$ cat src/rtl/mcdt_nch.sv
// Multi-channel data transfer: NCH valid/ready channels, per-channel FIFOs, round-robin onto one output stream.
// Optional per-channel grant counters on ch_cnt_o when MCDT_STAT_EN is defined.

module mcdt_nch_fifo #(
    parameter int DW    = 32,
    parameter int DEPTH = 32,
    parameter int MW    = $clog2(DEPTH) + 1
) (
    input  logic          clk_i,
    input  logic          rstn_i,
    input  logic          i_push,
    input  logic [DW-1:0] i_data,
    input  logic          i_pop,
    output logic [DW-1:0] o_data,
    output logic          o_empty,
    output logic          o_ready,
    output logic [MW-1:0] o_margin
);
    localparam int AW = $clog2(DEPTH);

    logic [DW-1:0] r_mem [DEPTH];
    logic [AW-1:0] r_wptr;
    logic [AW-1:0] r_rptr;
    logic [MW-1:0] r_count;

    always_ff @(posedge clk_i or negedge rstn_i) begin
        if (!rstn_i) begin
            r_wptr  <= '0;
            r_rptr  <= '0;
            r_count <= '0;
        end else begin
            if (i_push) r_wptr <= r_wptr + 1'b1;
            if (i_pop)  r_rptr <= r_rptr + 1'b1;
            case ({i_push, i_pop})
                2'b10:   r_count <= r_count + 1'b1;
                2'b01:   r_count <= r_count - 1'b1;
                default: r_count <= r_count;
            endcase
        end
    end

    // Storage is not reset; pointers and count define what is valid.
    always_ff @(posedge clk_i) begin
        if (i_push) r_mem[r_wptr] <= i_data;
    end

    assign o_data   = r_mem[r_rptr];
    assign o_empty  = (r_count == '0);
    assign o_ready  = (r_count != MW'(DEPTH));
    assign o_margin = MW'(DEPTH) - r_count;
endmodule

module mcdt_nch #(
    parameter int NCH   = 3,
    parameter int DW    = 32,
    parameter int DEPTH = 32,
    localparam int IDW  = (NCH > 1) ? $clog2(NCH) : 1,
    localparam int MW   = $clog2(DEPTH) + 1
) (
    input  logic              clk_i,
    input  logic              rstn_i,
    input  logic [NCH*DW-1:0] ch_data_i,
    input  logic [NCH-1:0]    ch_valid_i,
    output logic [NCH-1:0]    ch_ready_o,
    output logic [NCH*MW-1:0] ch_margin_o,
    output logic [DW-1:0]     mcdt_data_o,
    output logic              mcdt_val_o,
    output logic [IDW-1:0]    mcdt_id_o,
    input  logic              mcdt_ready_i
`ifdef MCDT_STAT_EN
    ,
    output logic [NCH*16-1:0] ch_cnt_o
`endif
);
    logic [NCH-1:0][DW-1:0] w_rdata;
    logic [NCH-1:0]         w_empty;
    logic [NCH-1:0]         w_ready;
    logic [NCH-1:0]         w_push;
    logic [NCH-1:0]         w_pop;
    logic                   w_free;
    logic                   w_found;
    logic [IDW-1:0]         w_gnt;
    logic [IDW:0]           w_idx;

    logic                   r_val;
    logic [DW-1:0]          r_data;
    logic [IDW-1:0]         r_id;
    logic [IDW-1:0]         r_last;

    for (genvar c = 0; c < NCH; c++) begin : g_ch
        assign w_push[c] = ch_valid_i[c] & w_ready[c];
        assign w_pop[c]  = w_free & w_found & (w_gnt == IDW'(c));

        mcdt_nch_fifo #(.DW(DW), .DEPTH(DEPTH), .MW(MW)) u_fifo (
            .clk_i    (clk_i),
            .rstn_i   (rstn_i),
            .i_push   (w_push[c]),
            .i_data   (ch_data_i[c*DW +: DW]),
            .i_pop    (w_pop[c]),
            .o_data   (w_rdata[c]),
            .o_empty  (w_empty[c]),
            .o_ready  (w_ready[c]),
            .o_margin (ch_margin_o[c*MW +: MW])
        );
    end

    assign ch_ready_o = w_ready;
    assign w_free     = !r_val || mcdt_ready_i;

    // Round-robin: first non-empty channel at or after last+1, wrapping at NCH.
    always_comb begin
        w_found = 1'b0;
        w_gnt   = '0;
        w_idx   = '0;
        for (int i = 1; i <= NCH; i++) begin
            w_idx = {1'b0, r_last} + (IDW+1)'(i);
            if (w_idx >= (IDW+1)'(NCH)) w_idx = w_idx - (IDW+1)'(NCH);
            if (!w_found && !w_empty[w_idx[IDW-1:0]]) begin
                w_found = 1'b1;
                w_gnt   = w_idx[IDW-1:0];
            end
        end
    end

    always_ff @(posedge clk_i or negedge rstn_i) begin
        if (!rstn_i) begin
            r_val  <= 1'b0;
            r_data <= '0;
            r_id   <= '0;
            r_last <= IDW'(NCH - 1);
        end else if (w_free) begin
            r_val <= w_found;
            if (w_found) begin
                r_data <= w_rdata[w_gnt];
                r_id   <= w_gnt;
                r_last <= w_gnt;
            end
        end
    end

    assign mcdt_val_o  = r_val;
    assign mcdt_data_o = r_data;
    assign mcdt_id_o   = r_id;

`ifdef MCDT_STAT_EN
    logic [NCH-1:0][15:0] r_cnt;

    always_ff @(posedge clk_i or negedge rstn_i) begin
        if (!rstn_i) begin
            r_cnt <= '0;
        end else begin
            for (int c = 0; c < NCH; c++) begin
                if (w_pop[c]) r_cnt[c] <= r_cnt[c] + 16'd1;
            end
        end
    end

    assign ch_cnt_o = r_cnt;
`endif
endmodule

$ cat config.mk
export PLATFORM = sky130hd
export DESIGN_NAME = mcdt_nch
export DESIGN_NICKNAME = d
export VERILOG_FILES = /design/src/rtl/mcdt_nch.sv
export SDC_FILE = /design/constraint.sdc
export NUM_CORES = 2
export LEC_CHECK = 0
export ABC_AREA = 1
export BUFFER_PORTS_ARGS = -buffer_cell sky130_fd_sc_hd__buf_2
export CAP_MARGIN = 0
export CORE_ASPECT_RATIO = 0.5
export CORE_MARGIN = 10
export CORE_UTILIZATION = 61
export CTS_CLUSTER_SIZE = 12
export DETAILED_ROUTE_END_ITERATION = 10
export PLACE_DENSITY_LB_ADDON = 0.05
export RECOVER_POWER = 100
export SYNTH_ARGS = -nofsm -noshare
export SYNTH_HDL_FRONTEND = slang
export SYNTH_SLANG_ARGS = --single-unit
$ cat constraint.sdc
create_clock -name clk_i -period 4.9 [get_ports clk_i]
set_input_delay 0 -clock clk_i [delete_from_list [all_inputs] [get_ports clk_i]]
set_output_delay 0 -clock clk_i [all_outputs]
set_load 0.03 [all_outputs]
# Yosys cells after proc, flatten, opt, wreduce, memory -nomap -nowiden
# Memory sizes are Yosys's and may differ from the RTL's.
# Index checks and enable logic that the tools add are counted.
dict set report totals {
  ff_bits 85
  mem_bits_rw 3072
  inputBits 102
  out_inout_bits 56
  elab_cells 103
  mem_count 3
}
# memory depth width rd rd_ports_with_merged_regs write_ports line
set memory_table {}
lappend memory_table {{g_ch[0].u_fifo.r_mem} 32 32 1 0 1 21} ;# logic [DW-1:0] r_mem [DEPTH];
lappend memory_table {{g_ch[1].u_fifo.r_mem} 32 32 1 0 1 21}
lappend memory_table {{g_ch[2].u_fifo.r_mem} 32 32 1 0 1 21}
dict set report classes {
  addsub 21
  n_lt_le_gt_ge 7
  n_eq_ne 11
  n_mux 26
  bitwise_logic 7
  n_reduce_logical 15
}
# op n
set op_table {}
lappend op_table {{binary-select mux 32 bit (select 2 bit)} 1}
lappend op_table {{one-hot mux 6 bit (2 select lines)} 3}
lappend op_table {{two-way mux 32 bit} 1}
lappend op_table {{adder 5 x 1 -> 5 bit (second input constant)} 6}
lappend op_table {{adder 6 x 1 -> 6 bit (second input constant)} 3}
lappend op_table {{zero test 6 bit} 3}
lappend op_table {{inequality test 6 bit (second input constant)} 3}
lappend op_table {{subtractor 6 x 1 -> 6 bit (second input constant)} 3}
lappend op_table {{subtractor 6 bit (first input constant)} 3}
lappend op_table {{< comparator 2 x 3 -> 1 bit (second input constant)} 4}
lappend op_table {{two-way mux 1 bit} 12}
lappend op_table {{two-way mux 2 bit} 6}
lappend op_table {{greater-or-equal comparator 3 x 2 -> 1 bit (second input constant)} 3}
lappend op_table {{equality test 2 x 1 -> 1 bit (second input constant)} 4}
lappend op_table {{equality test 2 bit (second input constant)} 4}
lappend op_table {{AND 1 bit} 7}
lappend op_table {{adder 2 x 2 -> 3 bit (second input constant)} 2}
lappend op_table {{binary-select mux 1 bit (select 2 bit)} 3}
lappend op_table {{nonzero test 2 bit} 3}
lappend op_table {{subtractor 2 bit (second input constant)} 3}
lappend op_table {{zero test 1 bit} 4}
lappend op_table {{adder 2 x 1 -> 3 bit (second input constant)} 1}
lappend op_table {{logical AND 1 bit} 2}
lappend op_table {{zero test 2 bit} 1}
lappend op_table {{other kinds (2)} 2}

# Longest topological paths before layout
dict set report logic_depth {
  ltp_word 15
  ltp_mapped 26
}

# By module
# From an unflattened synthesis, not the netlist that was laid out.
dict set report hier_totals {
  cells_unflattened 11301
  area_unflattened_um2 129900.8
}
# mod n_inst cells_per_inst area_each_um2 seq_area_each_um2
set modules_own_cells {}
lappend modules_own_cells {{mcdt_nch_fifo at g_ch[0].u_fifo ...} 2 3535 42220.5 31149.9}
lappend modules_own_cells {{mcdt_nch_fifo at g_ch[2].u_fifo} 1 3823 42847.3 31149.9}
lappend modules_own_cells {mcdt_nch 1 408 2612.5 902.1}

# Least setup slack after synthesis
# Ideal clock, no wire load.
dict set report synth_timing {
  path_type {reg-to-reg}
  start {reg g_ch[2].u_fifo.r_count[0]}
  end {mem g_ch[2].u_fifo.r_mem[3][0], enable pin}
  setup_ns 0.461
  t_arrival_ns 3.372
  slack_ns 1.067
  path_stages_with_launch 10
  n_path_buf 0
  path_cell_list {dfrtp_1 > inv_1 > ha_1 > inv_1 > nor3_4 > nand2_1 > inv_1 > nand2_1 > nand2_1 > nor3_1}
}
dict set report synth_via {
  elab_chain_len 4
}
# item line
set synth_lines {}
lappend synth_lines {{from (decl)} 24} ;# logic [MW-1:0] r_count;
lappend synth_lines {{from (signal assigned)} 35} ;# 2'b10: r_count <= r_count + 1'b1;
lappend synth_lines {{from (signal assigned)} 36} ;# 2'b01: r_count <= r_count - 1'b1;
lappend synth_lines {{from (signal assigned)} 37} ;# default: r_count <= r_count;
lappend synth_lines {{inequality test 6 bit} 49} ;# assign o_ready = (r_count != MW'(DEPTH));
lappend synth_lines {{via g_ch[2].u_fifo.o_ready} 16} ;# output logic o_ready,
lappend synth_lines {{AND 1 bit} 91} ;# assign w_push[c] = ch_valid_i[c] & w_ready[c];
lappend synth_lines {{two-way mux 1 bit} 44} ;# if (i_push) r_mem[r_wptr] <= i_data;
lappend synth_lines {{two-way mux 1 bit (implied by the code)} 44}
lappend synth_lines {{to (decl)} 21}
# The timed path passes the listed nets, and every way through them passes these cells.

# Worst setup path after layout
dict set report layout_timing {
  start {reg g_ch[0].u_fifo.r_count[0]}
  end {mem g_ch[0].u_fifo.r_mem[23][8], enable pin}
}
dict set report layout_via {
  elab_chain_len 4
}
# item line
set layout_lines {}
lappend layout_lines {{from (decl)} 24}
lappend layout_lines {{from (signal assigned)} 35}
lappend layout_lines {{from (signal assigned)} 36}
lappend layout_lines {{from (signal assigned)} 37}
lappend layout_lines {{inequality test 6 bit} 49}
lappend layout_lines {{AND 1 bit} 91}
lappend layout_lines {{two-way mux 1 bit} 44}
lappend layout_lines {{two-way mux 1 bit (implied by the code)} 44}
lappend layout_lines {{to (decl)} 21}
# No other way between the ends.

==> flow_summary.yaml <==
run_status:
  status: "finished, violations left"
  failed_checks: "capacitance limit, slew limit"
synthesis:
  synth_flop_cell: "edfxtp_1"
  netlist_area_sq_mm: 0.127
  yosysSeqAreaShare_pct: 74.5
  synth-xor-area-share_pct: 0.228
  synth.avg_cell_area_sq_um: 12.4
  synth_cells: 10200
  ys_async_sr_fraction_pct: 2.66
  synth_simple_gate_area_share_pct: 14.3
  synth.area.mux_share_pct: 0
  synth_top_family_by_area: "simple AND/OR/NAND/NOR gates"
  yosys-top-cells-area: "edfxtp_1, nand2_1, nor2_1"
  synth_fp_nets: 10400
  synth_compound_area_share_pct: 7.82
  ys_seq_elements: 3156
  synth_top_area_cell: "edfxtp_1"
  yosysWarnings: 0
  synth_adder_area_share_pct: 0.403
  synth_edf_count: 3072
  synth_top_area_share_pct: 72.8
  synth_cell_types: 47
clock_network:
  postCtsHoldBufs: 104
  post_cts_buffers: 0
  clockBufferDepth: 4
  h-tree-depth: 5
  clkTransAtPathRegs_ns: 0.06
  cts_tree: "built"
  cts_buffers: 306
  cts-root-buf: "clkbuf_16"
  clock_sinks: 3156
  post_cts_resized: 0
  worstSkewPairLatency_ns: 0.86
worst_setup_path:
  crit_buf_inv: 4
  crit_chain: "inv_1 > ha_1 > inv_1 > nor4_1 > nand2_1 > nand2_1 > clkinv_1 > nand2_1 > nor2_1 > clkbuf_4"
  endpoint_kind: "flip-flop"
  start_kind: "flip-flop"
  path_max_fanout: 17
  critical-path-top-delay-family: "simple AND/OR/NAND/NOR gates"
  worstPathRequired_ns: 5.40
  cp_slowest_cell: "nor2_1"
  crit_type: "flip-flop to flip-flop"
  crit_arrival_ns: 5.25
  max_stage_delay_ns: 1.62
  cp_common_cell: "nand2_1"
final_layout:
  mostFrequentLayoutCells: "edfxtp_1, nand2_1, nor2_1, nand3_1, o21ai_0"
  nFillCells: 15000
  final_cells: 13200
  area_delta_synth_final_pct: 9.85
  fin_nets: 10500
  drive_above_1_share_pct: 5.66
  final_common_cell: "edfxtp_1"
floorplan:
  chipHeight_um: 342
  coreArea_sq_mm: 0.207
  initial_core_util_pct: 61.3
  die_x_um: 664
  num_rows: 118
  die-area_sq_mm: 0.227
  ios: 158
grt:
  grt_pass1_vias: 78000
  antenna_found_initial: 18
  grt_max_degree: 205
  grt.overflow.total: 0
  grt_pass1_wl_um: 514000
  grt_usage_pct: 30.0
routing:
  drc: 0
  dr.pass1.iters: 6
  wl_um: 349000
  drt_first_iter_violations: 11100
  final_antenna_net_count: 0
  routed_via_density: 6.23
  wire_per_inst_um: 26.4
  vias: 82400
sta:
  hold_viol_final: 0
  finalSetupViolCount: 0
  post-route-period-util_pct: 97.0
  slew_headroom_pct: -130
  rsz0062_at_grt: "false"
  finalClockSkew_ns: 0.0374
  period_minus_slack_ns: 4.75
  slew_viol_final: 2025
  hold_ws_ns: 0.167
  fmaxAchievable_ghz: 0.210
  tightest_slew_ns: 3.46
  tns_ns: 0
power_and_ir_drop:
  leakage_nw: 47.5
  powerDensity_mw_per_mm2: 601
  ir_drop_mv: 0.764
place:
  place_congestion: 0.866
  dpl.cell_count: 12700
  hpwl_um: 189000
  placement.io_buffers: 157
worst_hold_path:
  hold_class: "primary input to flip-flop"
flow_run:
  maxCapViolations: 84
## synthesized netlist by cell type (68+ instances only)
cell type,n
a21oi_1,408
buf_1,68
buf_2,233
clkbuf_1,322
dfrtp_1,83
edfxtp_1,3072
inv_1,126
nand2_1,2121
nand3_1,955
nor2_1,1304
o211ai_1,215
o21ai_0,909
o22ai_1,110
## final timing paths
kind	from	to	slack (ns)	depth (start not counted)
worst max-delay path	g_ch[0].u_fifo.r_count[0]	g_ch[0].u_fifo.r_mem[23][8]	0.15	10
worst min-delay path	ch_valid_i[1]	g_ch[1].u_fifo.r_wptr[0]	0.17	4
worst max register to register	g_ch[0].u_fifo.r_count[0]	g_ch[0].u_fifo.r_mem[23][8]	0.15	10
worst min register to register	mcdt_data_o[19]	mcdt_data_o[19]	0.49	2
max in group asynchronous	rstn_i	g_ch[0].u_fifo.r_rptr[1]	0.80	4
min in group asynchronous	rstn_i	mcdt_id_o[0]	1.23	4
## sequential cells by signal, summed over array words and instances, names as in the netlist
name and flops:
mcdt_val_o 1, g_ch.u_fifo.r_rptr 15, mcdt_data_o 32, g_ch.u_fifo.r_count 18
g_ch.u_fifo.r_wptr 15, r_last 1, g_ch.u_fifo.r_mem 3072, mcdt_id_o 2
## per-layer routing
| metal | vias up | part of all wire (%) | track usage [%] |
|---|---|---|---|
| li1 | 36900 | - | - |
| met1 | 40800 | 40 | 42.4 |
| met2 | 3971 | 47 | 47.6 |
| met3 | 729 | 9.3 | 5.48 |
| met4 | 12 | 3.6 | 10.0 |
| met5 | - | 0.026 | 0 |
## area by class of cell
type	instances	area [sq um]	share of cell area [%]
inverters	140	567	0.407
clock inverters	14	128	0.0917
diodes	7	17.5	0.0126
well taps	2760	3450	2.48
multi-input cells	6292	29000	20.8
flip-flops and latches	3156	94400	67.8
clock buffers	399	8260	5.94
repair buffers	464	3330	2.39
## worst register-to-register path, cell delays in order, from the launching register on
cell	delay, ns
dfrtp_1	0.42
inv_1	0.10
ha_1	0.23
inv_1	0.09
nor4_1	0.07
nand2_1	0.10
nand2_1	0.38
clkinv_1	0.31
nand2_1	0.31
nor2_1	1.62
clkbuf_4	0.76
## power breakdown
part	leakage, nW	total (mW)	internal, mW	switching (mW)
Sequential	28.7	32.8	31.7	1.12
Clock	4.08	21.3	11.7	9.57
Combinational	14.7	29.6	7.57	22.0
## cell families (layout without fill, tap and decap cells)
group,after synthesis,after routing
AND/OR/NAND/NOR,4451,4451
flip-flops,3156,3156
AO/OA/AOI/OAI,1769,1769
buffers and inverters,801,1017
adder cells (fa/ha/maj),39,39
XOR/XNOR,33,33
other,0,7
## per-stage QoR
stage | worst slack [ns] | instance area (sq um) | power (mW) | utilization (%)
2_1_floorplan | 1.07 | 127000 | 51.7 | -
3_3_place_gp | 0.560 | 131000 | 62.4 | 63.3
3_5_place_dp | 0.587 | 131000 | 62.7 | 63.3
4_1_cts | 0.562 | 140000 | 83.7 | 67.9
5_1_grt | 0.0281 | 139000 | 87.6 | 67.3
6_report | 0.149 | 139000 | 83.7 | 67.3
No activity file was read; power rests on OpenSTA's default activity.
